$ cat config.mk
export PLATFORM = sky130hd
export DESIGN_NAME = onchip_mem_arbiter_flat
export DESIGN_NICKNAME = d
export VERILOG_FILES = /design/src/rtl/onchip_mem_arbiter_pkg.sv /design/src/rtl/onchip_mem_arbiter_if.sv /design/src/rtl/onchip_mem_arbiter_rr_arb2.sv /design/src/rtl/onchip_mem_arbiter.sv /design/src/flat_wrapper.sv
export SDC_FILE = /design/constraint.sdc
export NUM_CORES = 1
export LEC_CHECK = 0
export ABC_AREA = 1
export ABC_CLOCK_PERIOD_IN_PS = 2400
export CORE_AREA = 3 3 97 99
export CTS_CLUSTER_SIZE = 30
export DETAILED_ROUTE_END_ITERATION = 10
export DIE_AREA = 0 0 100 102
export GPL_TIMING_DRIVEN = 0
export PLACE_DENSITY = 0.77
export SLEW_MARGIN = 5
export SYNTH_ARGS = -nofsm -noshare
export SYNTH_HDL_FRONTEND = slang
export SYNTH_SLANG_ARGS = --single-unit
$ cat constraint.sdc
create_clock -name clk -period 2.4 [get_ports clk]
set_input_delay 0.36 -clock clk [delete_from_list [all_inputs] [get_ports clk]]
set_output_delay 0.36 -clock clk [all_outputs]
set_load 0.05 [all_outputs]
$ cat src/rtl/onchip_mem_arbiter_pkg.sv
// ----------------------------------------------------------------------------
// onchip_arb_pkg
// Shared types and defaults for the two-master on-chip RAM arbiter.
//   ADDR_W_DEF / DATA_W_DEF / BE_W_DEF / HOLD_MAX_DEF : default geometry
//   master_id_t : identifies a requester (M0 = 0, M1 = 1)
//   rdv_pipe_t  : one-stage read-return slot {valid, owner}
// ----------------------------------------------------------------------------
package onchip_arb_pkg;

  localparam int ADDR_W_DEF   = 12;
  localparam int DATA_W_DEF   = 32;
  localparam int BE_W_DEF     = 4;
  localparam int HOLD_MAX_DEF = 4;

  typedef enum logic {
    M0 = 1'b0,
    M1 = 1'b1
  } master_id_t;

  typedef struct packed {
    logic       valid;
    master_id_t owner;
  } rdv_pipe_t;

  // The requester that is not 'id'.
  function automatic master_id_t other_master(input master_id_t id);
    return (id == M0) ? M1 : M0;
  endfunction

endpackage

$ cat src/rtl/onchip_mem_arbiter_if.sv
// ----------------------------------------------------------------------------
// onchip_mem_arbiter_if
// One Avalon-MM link between a requesting master and the arbiter.
//   address/byteenable/read/write/writedata : driven by the master
//   waitrequest/readdata/readdatavalid      : driven by the arbiter
// Modports: master (requester side), slave (arbiter side).
// ----------------------------------------------------------------------------
interface onchip_mem_arbiter_if
  import onchip_arb_pkg::*;
#(
  parameter int ADDR_W = ADDR_W_DEF,
  parameter int DATA_W = DATA_W_DEF,
  parameter int BE_W   = BE_W_DEF
) ();

  logic [ADDR_W-1:0] address;
  logic [BE_W-1:0]   byteenable;
  logic              read;
  logic              write;
  logic [DATA_W-1:0] writedata;
  logic              waitrequest;
  logic [DATA_W-1:0] readdata;
  logic              readdatavalid;

  modport master (
    output address, byteenable, read, write, writedata,
    input  waitrequest, readdata, readdatavalid
  );

  modport slave (
    input  address, byteenable, read, write, writedata,
    output waitrequest, readdata, readdatavalid
  );

endinterface

$ cat src/rtl/onchip_mem_arbiter_rr_arb2.sv
// ----------------------------------------------------------------------------
// rr_arb2
// Two-way round-robin grant. Grant is combinational from the requests and the
// registered owner of the last accepted command (last_grant).
//   clk, reset_n     : clock, asynchronous active-low reset
//   req_0, req_1     : request from master 0 / master 1
//   grant_0, grant_1 : one-hot grant (both low while reset_n is low)
// Optional macro ONCHIP_ARB_HOLD_EN: the current owner keeps the grant while
// it keeps requesting, for up to HOLD_MAX consecutive accepted beats.
// Without the macro the grant alternates on every contended beat.
// ----------------------------------------------------------------------------
module rr_arb2
  import onchip_arb_pkg::*;
#(
  parameter int HOLD_MAX = HOLD_MAX_DEF
) (
  input  logic clk,
  input  logic reset_n,
  input  logic req_0,
  input  logic req_1,
  output logic grant_0,
  output logic grant_1
);

  if (HOLD_MAX < 1) begin : g_bad_hold
    $error("rr_arb2: HOLD_MAX must be at least 1");
  end

  master_id_t last_grant_r;
  master_id_t last_grant_nxt_s;
  master_id_t winner_s;
  logic       keep_owner_s;

`ifdef ONCHIP_ARB_HOLD_EN
  localparam int CNT_W = $clog2(HOLD_MAX + 1);
  localparam logic [CNT_W-1:0] HOLD_MAX_C = CNT_W'(HOLD_MAX);

  // hold_cnt_r = consecutive accepted beats of last_grant_r; 0 = run broken.
  logic [CNT_W-1:0] hold_cnt_r;
  logic [CNT_W-1:0] hold_cnt_nxt_s;
  logic             owner_req_s;

  assign owner_req_s  = (last_grant_r == M0) ? req_0 : req_1;
  assign keep_owner_s = owner_req_s && (hold_cnt_r != {CNT_W{1'b0}}) &&
                        (hold_cnt_r < HOLD_MAX_C);

  // Hold counter next state: extend a live run, restart on a new owner,
  // clear when nobody is granted.
  always_comb begin
    hold_cnt_nxt_s = {CNT_W{1'b0}};
    if (grant_0 || grant_1) begin
      if ((last_grant_nxt_s == last_grant_r) && (hold_cnt_r != {CNT_W{1'b0}})) begin
        if (hold_cnt_r == HOLD_MAX_C) begin
          hold_cnt_nxt_s = hold_cnt_r;
        end else begin
          hold_cnt_nxt_s = hold_cnt_r + {{(CNT_W-1){1'b0}}, 1'b1};
        end
      end else begin
        hold_cnt_nxt_s = {{(CNT_W-1){1'b0}}, 1'b1};
      end
    end else begin
      hold_cnt_nxt_s = {CNT_W{1'b0}};
    end
  end

  // Hold counter register.
  always_ff @(posedge clk or negedge reset_n) begin
    if (!reset_n) begin
      hold_cnt_r <= {CNT_W{1'b0}};
    end else begin
      hold_cnt_r <= hold_cnt_nxt_s;
    end
  end
`else
  assign keep_owner_s = 1'b0;
`endif

  // Grant decode; reset_n gates both grants so waitrequest is high in reset.
  always_comb begin
    grant_0  = 1'b0;
    grant_1  = 1'b0;
    winner_s = keep_owner_s ? last_grant_r : other_master(last_grant_r);
    case ({req_1, req_0})
      2'b01: grant_0 = reset_n;
      2'b10: grant_1 = reset_n;
      2'b11: begin
        if (winner_s == M0) begin
          grant_0 = reset_n;
        end else begin
          grant_1 = reset_n;
        end
      end
      default: begin
        grant_0 = 1'b0;
        grant_1 = 1'b0;
      end
    endcase
  end

  // Every grant is an accepted command, so it moves last_grant.
  always_comb begin
    last_grant_nxt_s = last_grant_r;
    if (grant_0) begin
      last_grant_nxt_s = M0;
    end else if (grant_1) begin
      last_grant_nxt_s = M1;
    end else begin
      last_grant_nxt_s = last_grant_r;
    end
  end

  // Last-grant register; resets to M1 so M0 wins the first contention.
  always_ff @(posedge clk or negedge reset_n) begin
    if (!reset_n) begin
      last_grant_r <= M1;
    end else begin
      last_grant_r <= last_grant_nxt_s;
    end
  end

endmodule

$ cat src/rtl/onchip_mem_arbiter.sv
// ----------------------------------------------------------------------------
// onchip_mem_arbiter
// Shares one single-port on-chip RAM (1-cycle read latency) between two
// Avalon-MM masters with round-robin grant, one access per cycle.
//   clk, reset_n       : clock, asynchronous active-low reset
//   m0, m1             : master links (onchip_mem_arbiter_if.slave)
//   mem_address/byteenable/chipselect/write/writedata/clken : RAM command
//   mem_readdata       : RAM read data, valid one cycle after the address
// Optional macro ONCHIP_ARB_HOLD_EN enables grant holding in rr_arb2.
// ----------------------------------------------------------------------------
module onchip_mem_arbiter
  import onchip_arb_pkg::*;
#(
  parameter int ADDR_W   = ADDR_W_DEF,
  parameter int DATA_W   = DATA_W_DEF,
  parameter int BE_W     = BE_W_DEF,
  parameter int HOLD_MAX = HOLD_MAX_DEF
) (
  input  logic                clk,
  input  logic                reset_n,
  onchip_mem_arbiter_if.slave m0,
  onchip_mem_arbiter_if.slave m1,
  output logic [ADDR_W-1:0]   mem_address,
  output logic [BE_W-1:0]     mem_byteenable,
  output logic                mem_chipselect,
  output logic                mem_write,
  output logic [DATA_W-1:0]   mem_writedata,
  output logic                mem_clken,
  input  logic [DATA_W-1:0]   mem_readdata
);

  logic      req_0_s, req_1_s;
  logic      rd_0_s, rd_1_s;
  logic      grant_0_s, grant_1_s;
  rdv_pipe_t rdv_pipe_r;
  rdv_pipe_t rdv_pipe_nxt_s;

  // Read+write together counts as a write; the read half is dropped.
  assign req_0_s = m0.read | m0.write;
  assign req_1_s = m1.read | m1.write;
  assign rd_0_s  = m0.read & ~m0.write;
  assign rd_1_s  = m1.read & ~m1.write;

  rr_arb2 #(
    .HOLD_MAX (HOLD_MAX)
  ) u_rr_arb2 (
    .clk     (clk),
    .reset_n (reset_n),
    .req_0   (req_0_s),
    .req_1   (req_1_s),
    .grant_0 (grant_0_s),
    .grant_1 (grant_1_s)
  );

  assign m0.waitrequest = ~grant_0_s;
  assign m1.waitrequest = ~grant_1_s;

  assign mem_chipselect = grant_0_s | grant_1_s;
  assign mem_clken      = reset_n;

  // RAM command mux; all zero when nobody is granted.
  always_comb begin
    mem_address    = {ADDR_W{1'b0}};
    mem_byteenable = {BE_W{1'b0}};
    mem_write      = 1'b0;
    mem_writedata  = {DATA_W{1'b0}};
    case ({grant_1_s, grant_0_s})
      2'b01: begin
        mem_address    = m0.address;
        mem_byteenable = m0.byteenable;
        mem_write      = m0.write;
        mem_writedata  = m0.writedata;
      end
      2'b10: begin
        mem_address    = m1.address;
        mem_byteenable = m1.byteenable;
        mem_write      = m1.write;
        mem_writedata  = m1.writedata;
      end
      default: begin
        mem_address    = {ADDR_W{1'b0}};
        mem_byteenable = {BE_W{1'b0}};
        mem_write      = 1'b0;
        mem_writedata  = {DATA_W{1'b0}};
      end
    endcase
  end

  // Read-return slot: tag the accepted read with its owner.
  always_comb begin
    rdv_pipe_nxt_s.valid = (grant_0_s & rd_0_s) | (grant_1_s & rd_1_s);
    if (grant_1_s) begin
      rdv_pipe_nxt_s.owner = M1;
    end else begin
      rdv_pipe_nxt_s.owner = M0;
    end
  end

  // Read-return register; reset cancels any in-flight return.
  always_ff @(posedge clk or negedge reset_n) begin
    if (!reset_n) begin
      rdv_pipe_r <= '{valid: 1'b0, owner: M0};
    end else begin
      rdv_pipe_r <= rdv_pipe_nxt_s;
    end
  end

  assign m0.readdatavalid = rdv_pipe_r.valid && (rdv_pipe_r.owner == M0);
  assign m1.readdatavalid = rdv_pipe_r.valid && (rdv_pipe_r.owner == M1);
  assign m0.readdata      = mem_readdata;
  assign m1.readdata      = mem_readdata;

endmodule

$ cat src/flat_wrapper.sv
// flat-port wrapper written by rule: the top's interface ports become plain ports
module onchip_mem_arbiter_flat import onchip_arb_pkg::*;
#(
  parameter int ADDR_W   = ADDR_W_DEF,
  parameter int DATA_W   = DATA_W_DEF,
  parameter int BE_W     = BE_W_DEF,
  parameter int HOLD_MAX = HOLD_MAX_DEF
)
  (clk, reset_n, mem_address, mem_byteenable, mem_chipselect, mem_write, mem_writedata, mem_clken, mem_readdata, m0_address, m0_byteenable, m0_read, m0_write, m0_writedata, m0_waitrequest, m0_readdata, m0_readdatavalid, m1_address, m1_byteenable, m1_read, m1_write, m1_writedata, m1_waitrequest, m1_readdata, m1_readdatavalid);
  onchip_mem_arbiter_if #(.ADDR_W(ADDR_W), .DATA_W(DATA_W), .BE_W(BE_W)) m0_i ();
  onchip_mem_arbiter_if #(.ADDR_W(ADDR_W), .DATA_W(DATA_W), .BE_W(BE_W)) m1_i ();
  input  logic clk;
  input  logic reset_n;
  output logic [ADDR_W-1:0] mem_address;
  output logic [BE_W-1:0] mem_byteenable;
  output logic mem_chipselect;
  output logic mem_write;
  output logic [DATA_W-1:0] mem_writedata;
  output logic mem_clken;
  input  logic [DATA_W-1:0] mem_readdata;
  input wire logic [$bits(m0_i.address)-1:0] m0_address;
  input wire logic [$bits(m0_i.byteenable)-1:0] m0_byteenable;
  input wire logic [$bits(m0_i.read)-1:0] m0_read;
  input wire logic [$bits(m0_i.write)-1:0] m0_write;
  input wire logic [$bits(m0_i.writedata)-1:0] m0_writedata;
  output wire logic [$bits(m0_i.waitrequest)-1:0] m0_waitrequest;
  output wire logic [$bits(m0_i.readdata)-1:0] m0_readdata;
  output wire logic [$bits(m0_i.readdatavalid)-1:0] m0_readdatavalid;
  input wire logic [$bits(m1_i.address)-1:0] m1_address;
  input wire logic [$bits(m1_i.byteenable)-1:0] m1_byteenable;
  input wire logic [$bits(m1_i.read)-1:0] m1_read;
  input wire logic [$bits(m1_i.write)-1:0] m1_write;
  input wire logic [$bits(m1_i.writedata)-1:0] m1_writedata;
  output wire logic [$bits(m1_i.waitrequest)-1:0] m1_waitrequest;
  output wire logic [$bits(m1_i.readdata)-1:0] m1_readdata;
  output wire logic [$bits(m1_i.readdatavalid)-1:0] m1_readdatavalid;
  assign m0_i.address = m0_address;
  assign m0_i.byteenable = m0_byteenable;
  assign m0_i.read = m0_read;
  assign m0_i.write = m0_write;
  assign m0_i.writedata = m0_writedata;
  assign m0_waitrequest = m0_i.waitrequest;
  assign m0_readdata = m0_i.readdata;
  assign m0_readdatavalid = m0_i.readdatavalid;
  assign m1_i.address = m1_address;
  assign m1_i.byteenable = m1_byteenable;
  assign m1_i.read = m1_read;
  assign m1_i.write = m1_write;
  assign m1_i.writedata = m1_writedata;
  assign m1_waitrequest = m1_i.waitrequest;
  assign m1_readdata = m1_i.readdata;
  assign m1_readdatavalid = m1_i.readdatavalid;
  onchip_mem_arbiter #(.ADDR_W(ADDR_W), .DATA_W(DATA_W), .BE_W(BE_W), .HOLD_MAX(HOLD_MAX)) u_core (.clk(clk), .reset_n(reset_n), .m0(m0_i), .m1(m1_i), .mem_address(mem_address), .mem_byteenable(mem_byteenable), .mem_chipselect(mem_chipselect), .mem_write(mem_write), .mem_writedata(mem_writedata), .mem_clken(mem_clken), .mem_readdata(mem_readdata));
endmodule
==> results by group <==
Clocking
  – Clock slew at reported path FFs: 0.04 ns
  – Clk sinks: 3
  – Clock latency on the worst-skew pair: 0.22 ns
  – TritonCTS clock tree: done
  – Clk root buf: clkbuf_8
  – Cts bufs inserted: 3
  – Clock Tree Buf Depth: 2
  – H-tree levels: 1

STA
  – Final setup vio count: 0
  – Tcrit/Tclk final: 0.9741
  – Final setup margin: 0.06226 ns
  – Post-layout min period: 2.338 ns
  – RSZ-0062 raised after global routing: yes
  – Slew Viols, Final: 0
  – Layout Skew: 0.003581 ns
  – Final Hold Fails: 0
  – Slew Limit Headroom: 0.6444
  – Fmax: 427.8 MHz
  – Hold_ws: 0.04003 ns
  – Worst slew pin tran: 0.5317 ns
  – Setup TNS: 0 ns

Yosys
  – Register area share after synthesis: 0.05427
  – Top post-synthesis cells by count: 105 x nand2_1, 69 x buf_4, 49 x a21oi_1
  – Most common cell in the netlist: nand2_1
  – Synth area leaders: buf_4 37%, nand2_1 28%, a21oi_1 17%
  – Post-synthesis cell area: 1406 um2
  – Mean Syn Cell Area: 5.388 um2
  – Syn Inst Count: 261
  – Post-synth EDFFs: 0
  – Asr flop ratio synth: 1.000
  – YS warnings: 0
  – Synth top area share: 0.3683
  – Predominant post-synthesis flop cell: dfrtp_1
  – Seq cells post-synth: 3
  – Leading area contributor after synthesis: buf_4
  – Syn nets: 398
  – Netlist cell types: 12

Drt
  – Number of nets with antenna violations after routing: 0
  – DR vias: 2,468
  – Met3 wire len: 877 um
  – Routed WL: 8542 um
  – Avg WL per Cell: 14.14 um
  – Top sig layer: met4
  – Met1 Wirelength: 2920 um
  – Pre-antenna DRT Iters: 4
  – Iter 0 DRT Violations: 35
  – Vias per Instance: 4.086
  – Met2 routed WL: 4716 um
  – Residual DRC: 0

Pwr
  – Psw: 1.490 mW
  – Pwr Density: 576.5 nW/um2
  – Internal Pwr Total: 1.125 mW
  – Comb power frac: 0.909
  – Net Sw Frac: 0.5699
  – Reg power frac: 0.033
  – VDD IR-drop max: 0.2419 mV
  – Clk network pwr share: 0.058
  – Leakage: 1.806 nW

Global route
  – First-pass GRT wire length: 12,000 um
  – Pin count of the biggest net entering global routing: 12
  – GRT Overall Usage: 0.1459
  – Number of global-route vias before repair: 2,490
  – Antenna violations before repair: 0
  – Grt ovf: 0

Final layout
  – Filler instances: 787
  – Register area: 76.32 um2
  – Final Cell Area: 4537 um2
  – Share of layout cells above drive strength 1: 0.4395
  – Fin nets: 634
  – Area Growth Syn to Fin: 222.6%
  – Antenna Cells: 0
  – Final std cells w/o fill: 604
  – Area of the multi-input gates: 1295 um2

Placement
  – Dpl hpwl: 7093 um
  – PortBufs: 220
  – DP Area: 4243 um2
  – GPL Wtd Cong: 0.7922
  – Place WS: -1.133 ns
  – Inst Count DP: 589

Setup path
  – Endpoint class of the critical path: output pin
  – WP data arrival: 1.98 ns
  – CP max FO: 6
  – Classification of the worst setup path: flip-flop to output pin
  – Worst path required time: 2.04 ns
  – CP Launch Type: flip-flop

Die
  – Initial core utilization: 0.1629
  – Die Ht: 102 um
  – IO Count: 253
  – Row Count: 34
  – Die Span X: 100 um
  – Core area: 8636 um2
  – Full die area: 10,200 um2

Flow run
  – Max cap viols: 0

Outcome
  – Status: finished, final reports clean

Min path
  – Hold Crit Class: input pin to async pin
-- cell usage in the layout (no fill, tap or decap), drive strengths merged --
master | synthesis | final
clkdlybuf4s15 | 0 | 2
o21ai | 2 | 2
nand3 | 2 | 2
nor2 | 7 | 7
clkbuf | 3 | 9
a21oi | 49 | 49
ha | 3 | 3
inv | 10 | 10
dlygate4sd2 | 0 | 4
nand2 | 105 | 105
dfrtp | 2 | 2
buf | 77 | 135
clkdlybuf4s50 | 0 | 165
dfstp | 1 | 1
-- routing by layer --
| layer | vias up | GRT usage |
|---|---|---|
| met1 | 1099 | 0.1482 |
| met5 | - | 0 |
| li1 | 1217 | - |
| met2 | 150 | 0.3027 |
| met3 | 2 | 0.04232 |
| met4 | 0 | 0.01244 |
-- kinds of logic (layout without fill, tap and decap cells) --
family	count (synthesis)	in the layout	share of synthesized area
buffers and inverters	90	325	0.4315
AOI/OAI and AO/OA	51	51	0.1815
DFF	3	3	0.05428
adders and majority gates	3	3	0.02669
and+or+nand+nor	114	114	0.3061
-- power by group through the flow --
stage                     combinational, mW  clock (mW)  sequential, mW
after global placement                 2.09           0          0.0807
after floorplan                        1.44           0          0.0777
after detailed placement               2.11           0          0.0821
after CTS                              2.31       0.156          0.0819
final                                  2.38       0.152          0.0862
after global routing                   2.50       0.161          0.0879
-- final timing paths --
check	start	depth (start not counted)	endpoint	slack, ns
max	u_core.u_rr_arb2.last_grant_r	10	mem_writedata[30]	0.06
min	reset_n	1	u_core.rdv_pipe_r[1]	0.04
max reg2reg	u_core.u_rr_arb2.last_grant_r	7	u_core.u_rr_arb2.last_grant_r	1.20
min reg2reg	u_core.u_rr_arb2.last_grant_r	3	u_core.u_rr_arb2.last_grant_r	0.61
max in group asynchronous	reset_n	1	u_core.u_rr_arb2.last_grant_r	2.15
min in group clk	u_core.u_rr_arb2.last_grant_r	3	u_core.u_rr_arb2.last_grant_r	0.61
-- critical path, cell delays in order, from the launching register on --
cell and delay, ns:
dfstp_2 0.56, inv_2 0.05, o21ai_2 0.07, nand2_2 0.11
inv_2 0.09, ha_4 0.19, buf_8 0.14, clkbuf_16 0.15
nand2_4 0.05, a21oi_4 0.16, buf_6 0.18
-- final cells by class --
class                           instances  share of cell area
Timing Repair Buffer                  231              0.5006
Inverter                               10            0.008825
Clock buffer                            4            0.009928
Sequential cell                         3             0.01682
Tap cell                              108             0.02978
Buffer                                 80              0.1486
Multi-Input combinational cell        168              0.2854
-- state kept, by name (all words and copies together), names as in the netlist --
register	count
u_core.rdv_pipe_r	2
u_core.u_rr_arb2.last_grant_r	1
-- what timing repair did --
item / in CTS / in global routing
buffers inserted: 7 / 1
pin swaps: 3 / 5
hold buffers: 0 / 0
gates cloned: 1 / 2
gates resized for setup: 327 / 47
endpoints found under the setup margin: 52 / 48
-- metrics by stage --
step / power (mW) / utilization
2_1_floorplan: 1.521 / -
3_3_place_gp: 2.170 / 0.4913
3_5_place_dp: 2.191 / 0.4913
4_1_cts: 2.547 / 0.5107
5_1_grt: 2.747 / 0.5254
6_report: 2.615 / 0.5254
Power figures use the tool's default switching activity.
